==> src/rtl/pulse_gen_pkg.sv <==
// Shared types and constants for the pulse train generator.
package pulse_gen_pkg;

  typedef enum logic [1:0] {
    IDLE = 2'd0,
    HIGH = 2'd1,
    LOW  = 2'd2,
    DONE = 2'd3
  } state_e;

  // A programmed length of zero is treated as this minimum so every pulse stays a distinct edge.
  localparam int unsigned MIN_PHASE_LEN = 1;

endpackage

==> src/rtl/phase_timer.sv <==
// Down-counter timing one HIGH or LOW phase; expires in the last cycle of the loaded length.
module phase_timer #(
  parameter int unsigned LEN_WIDTH = 8
) (
  input  logic                 in_clock,
  input  logic                 in_reset,
  input  logic                 in_load,
  input  logic [LEN_WIDTH-1:0] in_load_val,
  output logic                 out_expired
);

  logic [LEN_WIDTH-1:0] cnt_q;

  always_ff @(posedge in_clock or negedge in_reset) begin
    if (!in_reset) begin
      cnt_q <= '0;
    end else if (in_load) begin
      cnt_q <= in_load_val;
    end else if (cnt_q != '0) begin
      cnt_q <= cnt_q - 1'b1;
    end
  end

  assign out_expired = (cnt_q == LEN_WIDTH'(1));

endmodule

==> src/rtl/pulse_train_generator.sv <==
// Emits a programmed number of high pulses with programmable high/low lengths on a registered line.
module pulse_train_generator
  import pulse_gen_pkg::*;
#(
  parameter int unsigned WIDTH     = 8,
  parameter int unsigned LEN_WIDTH = 8
) (
  input  logic                 in_clock,
  input  logic                 in_reset,
  input  logic                 in_start,
  input  logic                 in_abort,
  input  logic [WIDTH-1:0]     in_count,
  input  logic [LEN_WIDTH-1:0] in_high_len,
  input  logic [LEN_WIDTH-1:0] in_low_len,
  output logic                 out_signal,
  output logic                 out_busy,
  output logic                 out_done,
  output logic [WIDTH-1:0]     out_sent
);

  state_e               state_q, state_nxt;
  logic [WIDTH-1:0]     count_q;
  logic [LEN_WIDTH-1:0] high_len_q, low_len_q;
  logic [LEN_WIDTH-1:0] high_eff, low_eff;
  logic [WIDTH-1:0]     sent_q;
  logic                 timer_load, timer_expired;
  logic [LEN_WIDTH-1:0] timer_val;
  logic                 latch_cfg, sent_clr, sent_inc;
  logic                 last_pulse;

  assign high_eff = (in_high_len == '0) ? LEN_WIDTH'(MIN_PHASE_LEN) : in_high_len;
  assign low_eff  = (in_low_len  == '0) ? LEN_WIDTH'(MIN_PHASE_LEN) : in_low_len;

  // Widened compare so the termination test never depends on sent_q wrapping.
  assign last_pulse = ({1'b0, sent_q} + (WIDTH+1)'(1)) == {1'b0, count_q};

  phase_timer #(
    .LEN_WIDTH(LEN_WIDTH)
  ) u_phase_timer (
    .in_clock    (in_clock),
    .in_reset    (in_reset),
    .in_load     (timer_load),
    .in_load_val (timer_val),
    .out_expired (timer_expired)
  );

  always_comb begin
    state_nxt  = state_q;
    timer_load = 1'b0;
    timer_val  = high_len_q;
    latch_cfg  = 1'b0;
    sent_clr   = 1'b0;
    sent_inc   = 1'b0;
    unique case (state_q)
      IDLE: begin
        if (in_start && !in_abort) begin
          latch_cfg = 1'b1;
          sent_clr  = 1'b1;
          if (in_count == '0) begin
            state_nxt = DONE;
          end else begin
            state_nxt  = HIGH;
            timer_load = 1'b1;
            timer_val  = high_eff;
          end
        end
      end
      HIGH: begin
        if (in_abort) begin
          state_nxt = IDLE;
        end else if (timer_expired) begin
          sent_inc = 1'b1;
          if (last_pulse) begin
            state_nxt = DONE;
          end else begin
            state_nxt  = LOW;
            timer_load = 1'b1;
            timer_val  = low_len_q;
          end
        end
      end
      LOW: begin
        if (in_abort) begin
          state_nxt = IDLE;
        end else if (timer_expired) begin
          state_nxt  = HIGH;
          timer_load = 1'b1;
          timer_val  = high_len_q;
        end
      end
      DONE: state_nxt = IDLE;
      default: state_nxt = IDLE;
    endcase
  end

  always_ff @(posedge in_clock or negedge in_reset) begin
    if (!in_reset) begin
      state_q    <= IDLE;
      count_q    <= '0;
      high_len_q <= '0;
      low_len_q  <= '0;
      sent_q     <= '0;
      out_signal <= 1'b0;
      out_busy   <= 1'b0;
      out_done   <= 1'b0;
    end else begin
      state_q <= state_nxt;
      if (latch_cfg) begin
        count_q    <= in_count;
        high_len_q <= high_eff;
        low_len_q  <= low_eff;
      end
      if (sent_clr) begin
        sent_q <= '0;
      end else if (sent_inc) begin
        sent_q <= sent_q + 1'b1;
      end
      // Outputs are decoded from the next state so they align with state_q yet stay flopped.
      out_signal <= (state_nxt == HIGH);
      out_busy   <= (state_nxt == HIGH) || (state_nxt == LOW);
      out_done   <= (state_nxt == DONE);
    end
  end

  assign out_sent = sent_q;

endmodule

==> config.mk <==
export PLATFORM = sky130hd
export DESIGN_NAME = pulse_train_generator
export DESIGN_NICKNAME = d
export VERILOG_FILES = /design/src/rtl/pulse_gen_pkg.sv /design/src/rtl/phase_timer.sv /design/src/rtl/pulse_train_generator.sv
export SDC_FILE = /design/constraint.sdc
export NUM_CORES = 1
export LEC_CHECK = 0
export CORE_MARGIN = 2
export CORE_UTILIZATION = 45
export DETAILED_ROUTE_END_ITERATION = 8
export GPL_TIMING_DRIVEN = 1
export PLACE_DENSITY = 0.68
export RECOVER_POWER = 25
export SYNTH_ARGS = -nofsm -noshare
export SYNTH_HDL_FRONTEND = slang
export SYNTH_HIERARCHICAL = 1
export SYNTH_SLANG_ARGS = --single-unit
==> constraint.sdc <==
create_clock -name in_clock -period 7.01 [get_ports in_clock]
set_clock_uncertainty 0.05 [all_clocks]
set_input_delay 1.0515 -clock in_clock [delete_from_list [all_inputs] [get_ports in_clock]]
set_output_delay 1.0515 -clock in_clock [all_outputs]
set_load 0.03 [all_outputs]
Word level (Yosys, flattened, before mapping):

Cells that the tools add are included.

* word-level logic and storage cells: 61
* register bits: 45

* $add $sub $neg: 3
* mux-type cells: 31
* reductions and logical operators: 10
* equal/unequal tests: 8

Operators by type and width (count)
* two-way mux 8 bit: 11
* zero test 8 bit: 3
* case mux 8 bit (2 select lines): 1
* two-way mux 2 bit: 6
* two-way mux 1 bit: 11
* adder 8 x 1 -> 9 bit (second input constant): 1
* equality test 9 x 8 -> 1 bit: 1
* adder 8 x 1 -> 8 bit (second input constant): 1
* equality test 2 bit (second input constant): 4
* equality test 8 x 1 -> 1 bit (second input constant): 1
* case mux 2 bit (4 select lines): 1
* nonzero test 8 bit: 1
* subtractor 8 x 1 -> 8 bit (second input constant): 1
* equality test 2 x 1 -> 1 bit (second input constant): 2
* nonzero test 2 bit: 2
* case mux 1 bit (3 select lines): 1
* zero test 2 bit: 1
* logical AND 1 bit: 1
* zero test 1 bit: 1
* logical OR 1 bit: 1

Longest topological paths before layout:

Gate-level depths: netlist of run 1.

* word-level depth: 8
* depth in mapped cells: 13

By module:

The synthesis of run 1 kept the hierarchy.

Modules (own cells, without submodules)
* pulse_train_generator: cells an instance 199, area each 2059.5 um^2, instances 1, seq. area each 925.9 um^2
* phase_timer: cells an instance 61, area each 540.5 um^2, instances 1, seq. area each 200.2 um^2

Least setup slack after synthesis of run 1:

OpenSTA, ideal clock, no wires.

* path type: reg-to-reg
* from: reg sent_q[0], in the netlist out_sent[0]
* to: reg u_phase_timer.cnt_q[5]
* data required time: 6856 ps
* setup time: 104 ps
* stages on the path, launching flop included: 12
* period minus slack after synthesis: 3257 ps
* data arrival time: 3104 ps
* setup slack: 3753 ps
* cells stage by stage: dfrtp_1 -> ha_1 -> buf_2 -> nand2_1 -> or4_1 -> a311o_1 -> o21a_1 -> nor4_4 -> nand2_1 -> clkbuf_1 -> clkbuf_1 -> a221oi_1

* longest elaborated chain between the ends: 7
* elaborated cells between the ends (all ways): 12
* those cells by class: add/sub (1); eq/ne (1); mux (9); reduce/logical (1)

Ends and longest elaborated chain
* start: declaration: RTL line pulse_train_generator.sv:25 `logic [WIDTH-1:0] sent_q;`
* start signal: assignment: RTL line pulse_train_generator.sv:116 `sent_q <= sent_q + 1'b1;`
* adder 8 x 1 -> 9 bit *: RTL line pulse_train_generator.sv:35 `assign last_pulse = ({1'b0, sent_q} + (WIDTH+1)'(1)) == {1'b0, count_q};`
* equality test 9 x 8 -> 1 bit *: RTL line pulse_train_generator.sv:35
* two-way mux 1 bit *: RTL line pulse_train_generator.sv:73 `if (last_pulse) begin`
* two-way mux 1 bit *: RTL line pulse_train_generator.sv:71 `end else if (timer_expired) begin`
* two-way mux 1 bit *: RTL line pulse_train_generator.sv:69 `if (in_abort) begin`
* case mux 1 bit (3 select lines) *: RTL line pulse_train_generator.sv:54 `unique case (state_q)`
* net timer_load: RTL line pulse_train_generator.sv:26 `logic timer_load, timer_expired;`
* two-way mux 8 bit / nonzero test 2 bit (equally long branches)
* end signal: assignment: RTL line phase_timer.sv:18 `cnt_q <= in_load_val;`
* end signal: assignment: RTL line phase_timer.sv:20 `cnt_q <= cnt_q - 1'b1;`
* end: declaration: RTL line phase_timer.sv:12 `logic [LEN_WIDTH-1:0] cnt_q;`

Mark *: on every way through the listed nets, which the timed path passes. The rest lies on a longest branch.
A chain may end at the register's enable or synchronous reset.

Worst setup path after layout of run 1:

* from: reg u_phase_timer.cnt_q[6]
* to: reg u_phase_timer.cnt_q[6]

* longest elaborated chain between the ends: 5
* elaborated cells between the ends (all ways): 14
* those cells by class: add/sub (1); eq/ne (1); mux (10); reduce/logical (2)

Ends and longest elaborated chain
* equality test 8 x 1 -> 1 bit *: RTL line phase_timer.sv:24 `assign out_expired = (cnt_q == LEN_WIDTH'(1));`
* net timer_expired: RTL line pulse_train_generator.sv:26
* two-way mux 1 bit, on equally long branches: RTL line pulse_train_generator.sv:85, pulse_train_generator.sv:71
* two-way mux 1 bit
* case mux 1 bit (3 select lines) *: RTL line pulse_train_generator.sv:54
* net timer_load: RTL line pulse_train_generator.sv:26
* two-way mux 8 bit / nonzero test 2 bit (equally long branches)

Mark *: on every way through the listed nets, which the timed path passes. The rest lies on a longest branch. The select of a mux whose other input is x is not followed.

==> summary.txt, run 1 <==
Synth
  • Synth Area in Simple Gates: 19.30%
  • Post-Synth Adder-Cell Area: 2.887%
  • Xor and xnor area share after synthesis: 3.705%
  • Syn Nets: 294
  • Share of the synthesized area in the top cell type: 43.31%
  • Cell area after synthesis: 0.002600 mm2
  • Largest family of logic cells by synthesized area: simple AND/OR/NAND/NOR gates
  • Main synth FF type: dfrtp_1
  • EDFF count, synth: 0
  • Leading area contributor after synthesis: dfrtp_1
  • FF+latch count, synth: 45
  • Register area share after synthesis: 43.31%
  • Avg Cell Area, Syn: 10.00 um2
  • Multiplexer share of the synthesized area: 10.64%
  • Synth area leaders: dfrtp_1 43%, mux2_2 9.1%, nor2_1 3.2%
  • Synth cell types: 51
  • Synthesized instance count: 260
  • Post-synthesis async set-or-reset flop share: 100.0%
  • Yosys warnings: 6
  • Compound-Gate Fraction of Synth Area: 16.31%

Cells and area
  • Fraction of layout cells with a size suffix above 1: 12.59%
  • Area occupied by multi-input gates: 0.001379 mm2
  • Area growth syn-to-layout: 19.59%
  • Diodes inserted: 0
  • Register area: 0.001126 mm2
  • Filler Cells Inserted: 514
  • Commonest cells after routing, fill and taps aside: 45 x dfrtp_1, 37 x clkdlybuf4s50_1, 22 x nor2_1
  • Most common cell after layout, fill and taps aside: dfrtp_1
  • Nets: 327

GRT
  • Grt peak-use layer: met2
  • Met1 GRT Util: 27.25%
  • Met3 Usage GRT: 3.167%
  • Total GRT Usage: 18.39%
  • Largest net degree at the start of global routing: 46
  • First-pass GRT wire length: 9163 um
  • Number of antenna violations at the first check in global routing: 0
  • Global route total overflow: 0
  • M2 GR Usage: 27.33%
  • Vias in the first global route: 1879

Route
  • Post-route ant nets: 0
  • Routed WL per cell: 15.10 um
  • Routed vias/inst: 5.735
  • Via count: 2099
  • DR DRC count: 0
  • Starting DRC count in detailed routing: 123
  • Length of the first detailed-routing pass in iterations: 4
  • Routed wire length: 5525 um

STA
  • Setup TNS: 0 ns
  • Hold WS: 0.4767 ns
  • Min cycle time layout: 3.722 ns
  • Max transition margin: -59.46%
  • Max Slew Vio Count: 46
  • Final Hold Fails: 0
  • RSZ-0062 raised after global routing: false
  • Tcrit/Tclk final: 53.09%
  • Final setup viols: 0
  • Max Fclk: 268.7 MHz
  • Worst-margin pin slew: 2.392 ns

Clock network
  • Htree depth: 2
  • Worst skew pair latency: 0.30 ns
  • Post-CTS setup buffer count: 0
  • # hold bufs at CTS: 0
  • Num Clock Sinks: 45
  • Post-CTS Resized: 0
  • TritonCTS clock tree: yes
  • Total CTS buffers: 5
  • CTS clk-pin slew, worst paths: 0.10 ns
  • CTS root buf: clkbuf_8
  • CTS Buffer Depth: 2

Die
  • Die area: 0.006402 mm2
  • IO Pins: 39
  • Core area: 0.005540 mm2
  • Die Ht: 80.01 um
  • Initial cell density of the core: 46.93%
  • # rows: 27
  • Die width: 80.01 um

Hold path
  • Hold path depth: 1
  • Worst min-delay path category: register to register

Worst setup path
  • Setup Crit Path Kind: register to register
  • Startpoint type of the worst setup path: register
  • WP data arrival: 3.86 ns
  • Crit path max fanout: 17
  • CP Data Required Time: 7.15 ns
  • Worst Setup End Kind: register
  • Reg2Reg Depth: 10
  • Worst R2R Setup Slack: 3.29 ns

Pwr
  • Power Density: 269.2 mW/mm2
  • Pint: 543.1 uW
  • Sw Ratio: 35.11%
  • Comb pwr share: 32.0%
  • Peak VDD IR: 0.1359 mV
  • Clock share of power: 20.4%
  • Switch Pwr: 293.8 uW
  • Flop pwr share: 47.6%
  • Pleak: 0.001214 uW

Place
  • DP Wirelength: 4030 um
  • Buffers on Ports: 38
  • Gp weighted congestion: 0.8326

Outcome
  • Failing checks: capacitance limit, slew limit
  • Status: complete, but fails checks

Run
  • MaxCap Viol Count: 1
through the flow:
step | power (uW) | setup slack [ns] | cell area [um2] | util, % | instances
2_1_floorplan | 592.9 | 3.753 | 2600 | - | 260
3_3_place_gp | 665.7 | 3.117 | 3015 | 54.43 | 358
3_5_place_dp | 670.0 | 3.104 | 3015 | 54.43 | 358
4_1_cts | 842.3 | 3.308 | 3110 | 56.14 | 366
5_1_grt | 897.2 | 2.823 | 3109 | 56.12 | 366
6_report | 836.9 | 3.288 | 3109 | 56.12 | 366
cells by family after synthesis:
| logic type | Yosys count |
|---|---|
| AND/OR/NAND/NOR | 90 |
| AO/OA/AOI/OAI | 60 |
| flip-flops | 45 |
| buffers and inverters | 23 |
| XOR/XNOR | 11 |
| adder cells (fa/ha/maj) | 6 |
| multiplexers | 25 |
cells in the mapped netlist (2+ instances only):
| library cell | n |
|---|---|
| and2_1 | 7 |
| a211oi_1 | 3 |
| dfrtp_1 | 45 |
| xnor2_1 | 8 |
| ha_1 | 6 |
| a221o_1 | 7 |
| buf_2 | 2 |
| a22o_1 | 2 |
| mux2_2 | 21 |
| nor2_1 | 22 |
| nor4_1 | 5 |
| nor3_1 | 11 |
| nor2b_1 | 5 |
| nand2b_1 | 4 |
| nand4_1 | 2 |
| nand2_1 | 13 |
| a221oi_1 | 3 |
| xor2_1 | 3 |
| o21ai_0 | 16 |
| nand3b_1 | 4 |
| inv_1 | 10 |
| a21oi_1 | 9 |
| or4_1 | 4 |
| clkbuf_1 | 8 |
| a31oi_1 | 3 |
| mux2i_1 | 4 |
| o31ai_1 | 6 |
| nand3_1 | 4 |
sequential cells by signal, summed over array words and instances, names as in the netlist:
signal / count
out_done: 1
out_signal: 1
u_phase_timer/cnt_q: 8
high_len_q: 8
out_sent: 8
low_len_q: 8
state_q: 2
count_q: 8
out_busy: 1
power by group through the flow:
stage	clock (uW)	combinational, uW	sequential [uW]
4_1_cts	176	269	398
3_3_place_gp	0	265	401
3_5_place_dp	0	267	403
6_report	171	268	399
5_1_grt	188	301	408
2_1_floorplan	0	209	384
final timing paths:
| path | startpoint | to |
|---|---|---|
| setup / recovery | u_phase_timer/cnt_q[6] | u_phase_timer/cnt_q[6] |
| hold / removal | high_len_q[3] | high_len_q[3] |
| setup reg to reg | u_phase_timer/cnt_q[6] | u_phase_timer/cnt_q[6] |
| hold reg to reg | high_len_q[3] | high_len_q[3] |
| max in group asynchronous | in_reset | u_phase_timer/cnt_q[4] |
| min in group asynchronous | in_reset | u_phase_timer/cnt_q[2] |
layout make-up:
cell class | instances | area share [%]
Multi-Input combinational cell | 192 | 44.35
Sequential cell | 45 | 36.22
Timing Repair Buffer | 39 | 12.27
Tap cell | 72 | 2.897
Clock buffer | 5 | 2.213
Inverter | 10 | 1.207
Clock inverter | 3 | 0.8451
layer usage:
metal	vias up	wire, um
li1	1024	-
met1	1004	2686
met2	64	2541
met3	7	238
met4	0	58
met5	-	0
critical path, stage by stage (launching register included):
cell and delay (ns):
dfrtp_1 0.42, or3_1 0.49, nor4_1 0.55, nor2b_1 0.32
nand3_1 0.39, a211oi_1 0.49, nor4_4 0.13, nand2_1 0.40
nand2b_1 0.17, a21oi_1 0.03, nand3b_1 0.17
Note: power is estimated with default switching activity, not from simulation.
==> run 2: changes to the inputs <==
==> constraint.sdc (replaced) <==
create_clock -name in_clock -period 3.84 [get_ports in_clock]
set_clock_uncertainty 0.05 [all_clocks]
set_input_delay 0.576 -clock in_clock [delete_from_list [all_inputs] [get_ports in_clock]]
set_output_delay 0.576 -clock in_clock [all_outputs]
set_load 0.03 [all_outputs]
==> summary.txt, run 2 (same netlist as run 1, synthesis figures left out) <==
STA
  • Setup TNS: 0 ns
  • Max Fclk: 285.7 MHz
  • Min cycle time layout: 3.501 ns
  • Max Slew Vio Count: 46
  • Final setup viols: 0
  • RSZ-0062 raised after global routing: false
  • Final Hold Fails: 0
  • Hold WS: 0.4668 ns
  • Setup ws final: 0.3395 ns
  • Max transition margin: -58.93%
  • Tcrit/Tclk final: 91.16%
  • Worst-margin pin slew: 2.384 ns

GRT
  • First-pass GRT wire length: 9121 um
  • Number of antenna violations at the first check in global routing: 0
  • Vias in the first global route: 1912
  • Global route total overflow: 0
  • Largest net degree at the start of global routing: 46
  • Total GRT Usage: 18.42%

Outcome
  • Status: complete, but fails checks
  • Failing checks: capacitance limit, slew limit

Cells and area
  • Nets: 330
  • Area occupied by multi-input gates: 0.001379 mm2
  • Fraction of layout cells with a size suffix above 1: 13.47%
  • Final Non-Filler Cells: 369
  • Register area: 0.001126 mm2
  • Finished Core Util: 56.89%
  • Diodes inserted: 0
  • Commonest cells after routing, fill and taps aside: 45 x dfrtp_1, 37 x clkdlybuf4s50_1, 22 x nor2_1
  • Filler Cells Inserted: 518
  • Area growth syn-to-layout: 21.22%
  • Most common cell after layout, fill and taps aside: dfrtp_1

Place
  • Buffers on Ports: 38
  • Pre-CTS WS: 0.3851 ns
  • # placed instances: 361
  • Gp weighted congestion: 0.8390
  • DP Wirelength: 4113 um

Route
  • Post-route ant nets: 0
  • DR DRC count: 0
  • Routed wire length: 5619 um
  • Routed WL per cell: 15.23 um
  • Length of the first detailed-routing pass in iterations: 4
  • Starting DRC count in detailed routing: 110
  • Routed vias/inst: 5.770
  • Via count: 2129

Die
  • # rows: 27
  • IO Pins: 39
  • Die area: 0.006402 mm2
  • Core area: 0.005540 mm2
  • Die Ht: 80.01 um
  • Initial cell density of the core: 46.93%
  • Die width: 80.01 um

Hold path
  • Worst min-delay path category: register to register

Clock network
  • CTS clk-pin slew, worst paths: 0.09 ns
  • # hold bufs at CTS: 0
  • TritonCTS clock tree: yes
  • Worst skew pair latency: 0.30 ns
  • CTS Buffer Depth: 2
  • Htree depth: 2
  • Total CTS buffers: 5
  • Post-CTS Resized: 0
  • Num Clock Sinks: 45
  • Post-CTS setup buffer count: 0
  • CTS root buf: clkbuf_8

Worst setup path
  • CP max stage cell: nor4_4
  • Setup Crit Path Kind: register to register
  • Crit path largest cell delay: 0.49 ns
  • Most used cell, CP: nand2_1
  • CP Data Required Time: 4.02 ns
  • WP data arrival: 3.68 ns
  • Worst Setup End Kind: register
  • Crit path max fanout: 17
  • Worst path cell trace: ha_1 -> nand2_1 -> or4_1 -> a311o_1 -> o21a_1 -> nor4_4 -> nand2_1 -> nand2b_1 -> a21oi_1 -> nand3b_1
  • Startpoint type of the worst setup path: register
  • Critical path's top delay family: simple AND/OR/NAND/NOR gates
  • Worst path bufs/invs: 0

Pwr
  • Power Density: 501.5 mW/mm2
  • Peak VDD IR: 0.2513 mV
  • Pleak: 0.001234 uW

Run
  • MaxCap Viol Count: 1
run 2: final timing paths:
| path | startpoint | endpoint | slack (ns) | cells after the start |
|---|---|---|---|---|
| min in group asynchronous | in_reset | out_sent[0] | 0.94 | 1 |
| hold / removal | high_len_q[4] | high_len_q[4] | 0.47 | 1 |
| hold reg to reg | high_len_q[4] | high_len_q[4] | 0.47 | 1 |
| setup reg to reg | out_sent[0] | u_phase_timer/cnt_q[6] | 0.34 | 10 |
| setup / recovery | out_sent[0] | u_phase_timer/cnt_q[6] | 0.34 | 10 |
| max in group asynchronous | in_reset | out_busy | 1.44 | 1 |
run 2: worst register-to-register path, stage by stage (launching register included):
cell and delay [ns]:
dfrtp_1 0.47, ha_1 0.34, nand2_1 0.14, or4_1 0.41, a311o_1 0.39, o21a_1 0.23
nor4_4 0.49, nand2_1 0.42, nand2b_1 0.27, a21oi_1 0.11, nand3b_1 0.11
run 2: per-layer routing:
metal / wire length [um] / track usage [%] / vias to the layer above
li1: - / - / 1031
met1: 2733 / 27.15 / 1037
met2: 2535 / 27.42 / 54
met3: 277 / 3.733 / 7
met4: 72 / 5.085 / 0
met5: 0 / 0 / -
run 2: power by group:
| group | internal (uW) | leakage, uW | switching (uW) |
|---|---|---|---|
| registers | 601 | 0.000554 | 129 |
| logic | 256 | 0.000626 | 231 |
| clock network | 195 | 0.0000543 | 168 |
| total | 1050 | 0.00123 | 529 |
run 2: final cells by class:
| type | count | share of cell area [%] |
|---|---|---|
| Multi-Input combinational cell | 192 | 43.75 |
| Sequential cell | 45 | 35.73 |
| Timing Repair Buffer | 42 | 12.82 |
| Tap cell | 72 | 2.858 |
| Clock buffer | 5 | 2.183 |
| Clock inverter | 3 | 1.469 |
| Inverter | 10 | 1.191 |
run 2: through the flow:
stage	instance area [um2]	total power, uW
2_1_floorplan	2600	1082
3_3_place_gp	3038	1221
3_5_place_dp	3038	1225
4_1_cts	3153	1595
5_1_grt	3152	1691
6_report	3152	1581
==> run 3: changes to the inputs <==
--- a/config.mk
+++ b/config.mk
@@ -5,7 +5,7 @@
 export SDC_FILE = /design/constraint.sdc
 export NUM_CORES = 1
 export LEC_CHECK = 0
-export CORE_MARGIN = 2
+export CORE_MARGIN = 3
 export CORE_UTILIZATION = 45
 export DETAILED_ROUTE_END_ITERATION = 8
 export GPL_TIMING_DRIVEN = 1
@@ -15,3 +15,4 @@
 export SYNTH_HDL_FRONTEND = slang
 export SYNTH_HIERARCHICAL = 1
 export SYNTH_SLANG_ARGS = --single-unit
+export TNS_END_PERCENT = 100
==> summary.txt, run 3 (same netlist as run 1, synthesis figures left out) <==
Outcome
  • Status: complete, but fails checks
  • Failing checks: capacitance limit, slew limit

Worst setup path
  • Reg-to-reg startpoint: out_sent[0]
  • Worst Setup End Kind: register
  • Reg2Reg Depth: 10
  • WP data arrival: 3.66 ns
  • Worst R2R Setup Slack: 0.38 ns
  • Crit path max fanout: 17
  • Reg-to-reg endpoint: u_phase_timer/cnt_q[6]
  • Setup Crit Path Kind: register to register
  • Startpoint type of the worst setup path: register
  • CP Data Required Time: 4.03 ns

Clock network
  • Worst skew pair latency: 0.31 ns
  • Post-CTS Resized: 0
  • CTS clk-pin slew, worst paths: 0.09 ns
  • Total CTS buffers: 5
  • Post-CTS setup buffer count: 0
  • TritonCTS clock tree: yes
  • CTS Buffer Depth: 2
  • # hold bufs at CTS: 0
  • Htree depth: 2
  • Num Clock Sinks: 45
  • CTS root buf: clkbuf_8

Cells and area
  • Fraction of layout cells with a size suffix above 1: 13.47%
  • Finished Cell Area: 0.003132 mm2
  • Area growth syn-to-layout: 20.45%
  • Filler Cells Inserted: 501
  • Diodes inserted: 0
  • Most common cell after layout, fill and taps aside: dfrtp_1
  • Nets: 330
  • Commonest cells after routing, fill and taps aside: 45 x dfrtp_1, 37 x clkdlybuf4s50_1, 22 x nor2_1

STA
  • Min cycle time layout: 3.464 ns
  • RSZ-0062 raised after global routing: false
  • Tcrit/Tclk final: 90.20%
  • Worst-margin pin slew: 2.391 ns
  • Setup TNS: 0 ns
  • Final Hold Fails: 0
  • Max Fclk: 288.7 MHz
  • Max transition margin: -59.39%
  • Final setup viols: 0
  • Max Slew Vio Count: 46

Route
  • Post-route ant nets: 0
  • Routed vias/inst: 5.653
  • Via count: 2086
  • Routed wire length: 5656 um
  • Starting DRC count in detailed routing: 92
  • DR DRC count: 0
  • Length of the first detailed-routing pass in iterations: 4
  • Routed WL per cell: 15.33 um

Die
  • Die Ht: 82.01 um
  • Core area: 0.005540 mm2
  • Initial cell density of the core: 46.93%
  • IO Pins: 39
  • # rows: 27
  • Die width: 82.01 um
  • Die area: 0.006726 mm2

GRT
  • Vias in the first global route: 1940
  • Number of antenna violations at the first check in global routing: 0
  • Global route total overflow: 0
  • First-pass GRT wire length: 9453 um
  • Total GRT Usage: 18.41%
  • Largest net degree at the start of global routing: 46

Place
  • Gp weighted congestion: 0.8201
  • Buffers on Ports: 38
  • DP Wirelength: 4187 um
  • Placed Area: 0.003038 mm2

Pwr
  • Power Density: 491.1 mW/mm2
  • Pleak: 0.001229 uW
  • Peak VDD IR: 0.2761 mV

Hold path
  • Hold path start: high_len_q[2]
  • Hold path depth: 1
  • Worst min-delay path category: register to register
  • Hold Path End: high_len_q[2]

Run
  • MaxCap Viol Count: 1
-- run 3: routing by layer --
metal / vias to the layer above / track usage [%] / share of wire [%]
met2: 42 / 27.79 / 46
met5: - / 0 / 0
met4: 0 / 4.485 / 0.48
met3: 2 / 4.276 / 4.3
met1: 1008 / 26.69 / 49
li1: 1034 / - / -
-- run 3: worst max-delay path: stages (launching register included) --
cell	delay, ns
dfrtp_1	0.46
ha_1	0.34
nand2_1	0.14
or4_1	0.41
a311o_1	0.39
o21a_1	0.22
nor4_4	0.48
nand2_1	0.41
nand2b_1	0.27
a21oi_1	0.10
nand3b_1	0.12
-- run 3: report_power, final --
group	internal, uW	switching [uW]	leakage, uW	total [uW]
clock network	135	179	0.0000495	314
logic	257	235	0.000626	492
registers	601	132	0.000554	733
total	993	545	0.00123	1540
-- run 3: how the worst max path moves through the flow --
stage | startpoint | endpoint | cells after the start
final | out_sent[0] | u_phase_timer/cnt_q[6] | 10
after floorplan | out_sent[0] | u_phase_timer/cnt_q[5] | 11
after global routing | out_sent[0] | u_phase_timer/cnt_q[6] | 10
after CTS | out_sent[0] | u_phase_timer/cnt_q[6] | 10
after detailed placement | out_sent[0] | u_phase_timer/cnt_q[6] | 10
after global placement | out_sent[0] | u_phase_timer/cnt_q[6] | 10
-- run 3: layout make-up --
class	instances	area [um2]	share of cell area [%]
clock buffer	5	68.82	2.197
clock inverter	3	26.28	0.8390
inverter	10	37.54	1.199
multi-input combinational	192	1379	44.03
sequential	45	1126	35.96
tap	72	90.09	2.877
timing repair buffer	42	404.1	12.90
-- run 3: through the flow --
stage                     utilization (%)  instances  power, uW  setup WS (ns)  hold WS [ns]
final                               56.53        369       1538         0.3762        0.4668
after global routing                56.53        369       1655        0.05674        0.4833
after CTS                           56.55        369       1550         0.3963        0.4098
after detailed placement            54.83        361       1232         0.4050        0.4484
after global placement              54.83        361       1221         0.5070        0.4440
after floorplan                         -        260       1082         0.5827        0.2304
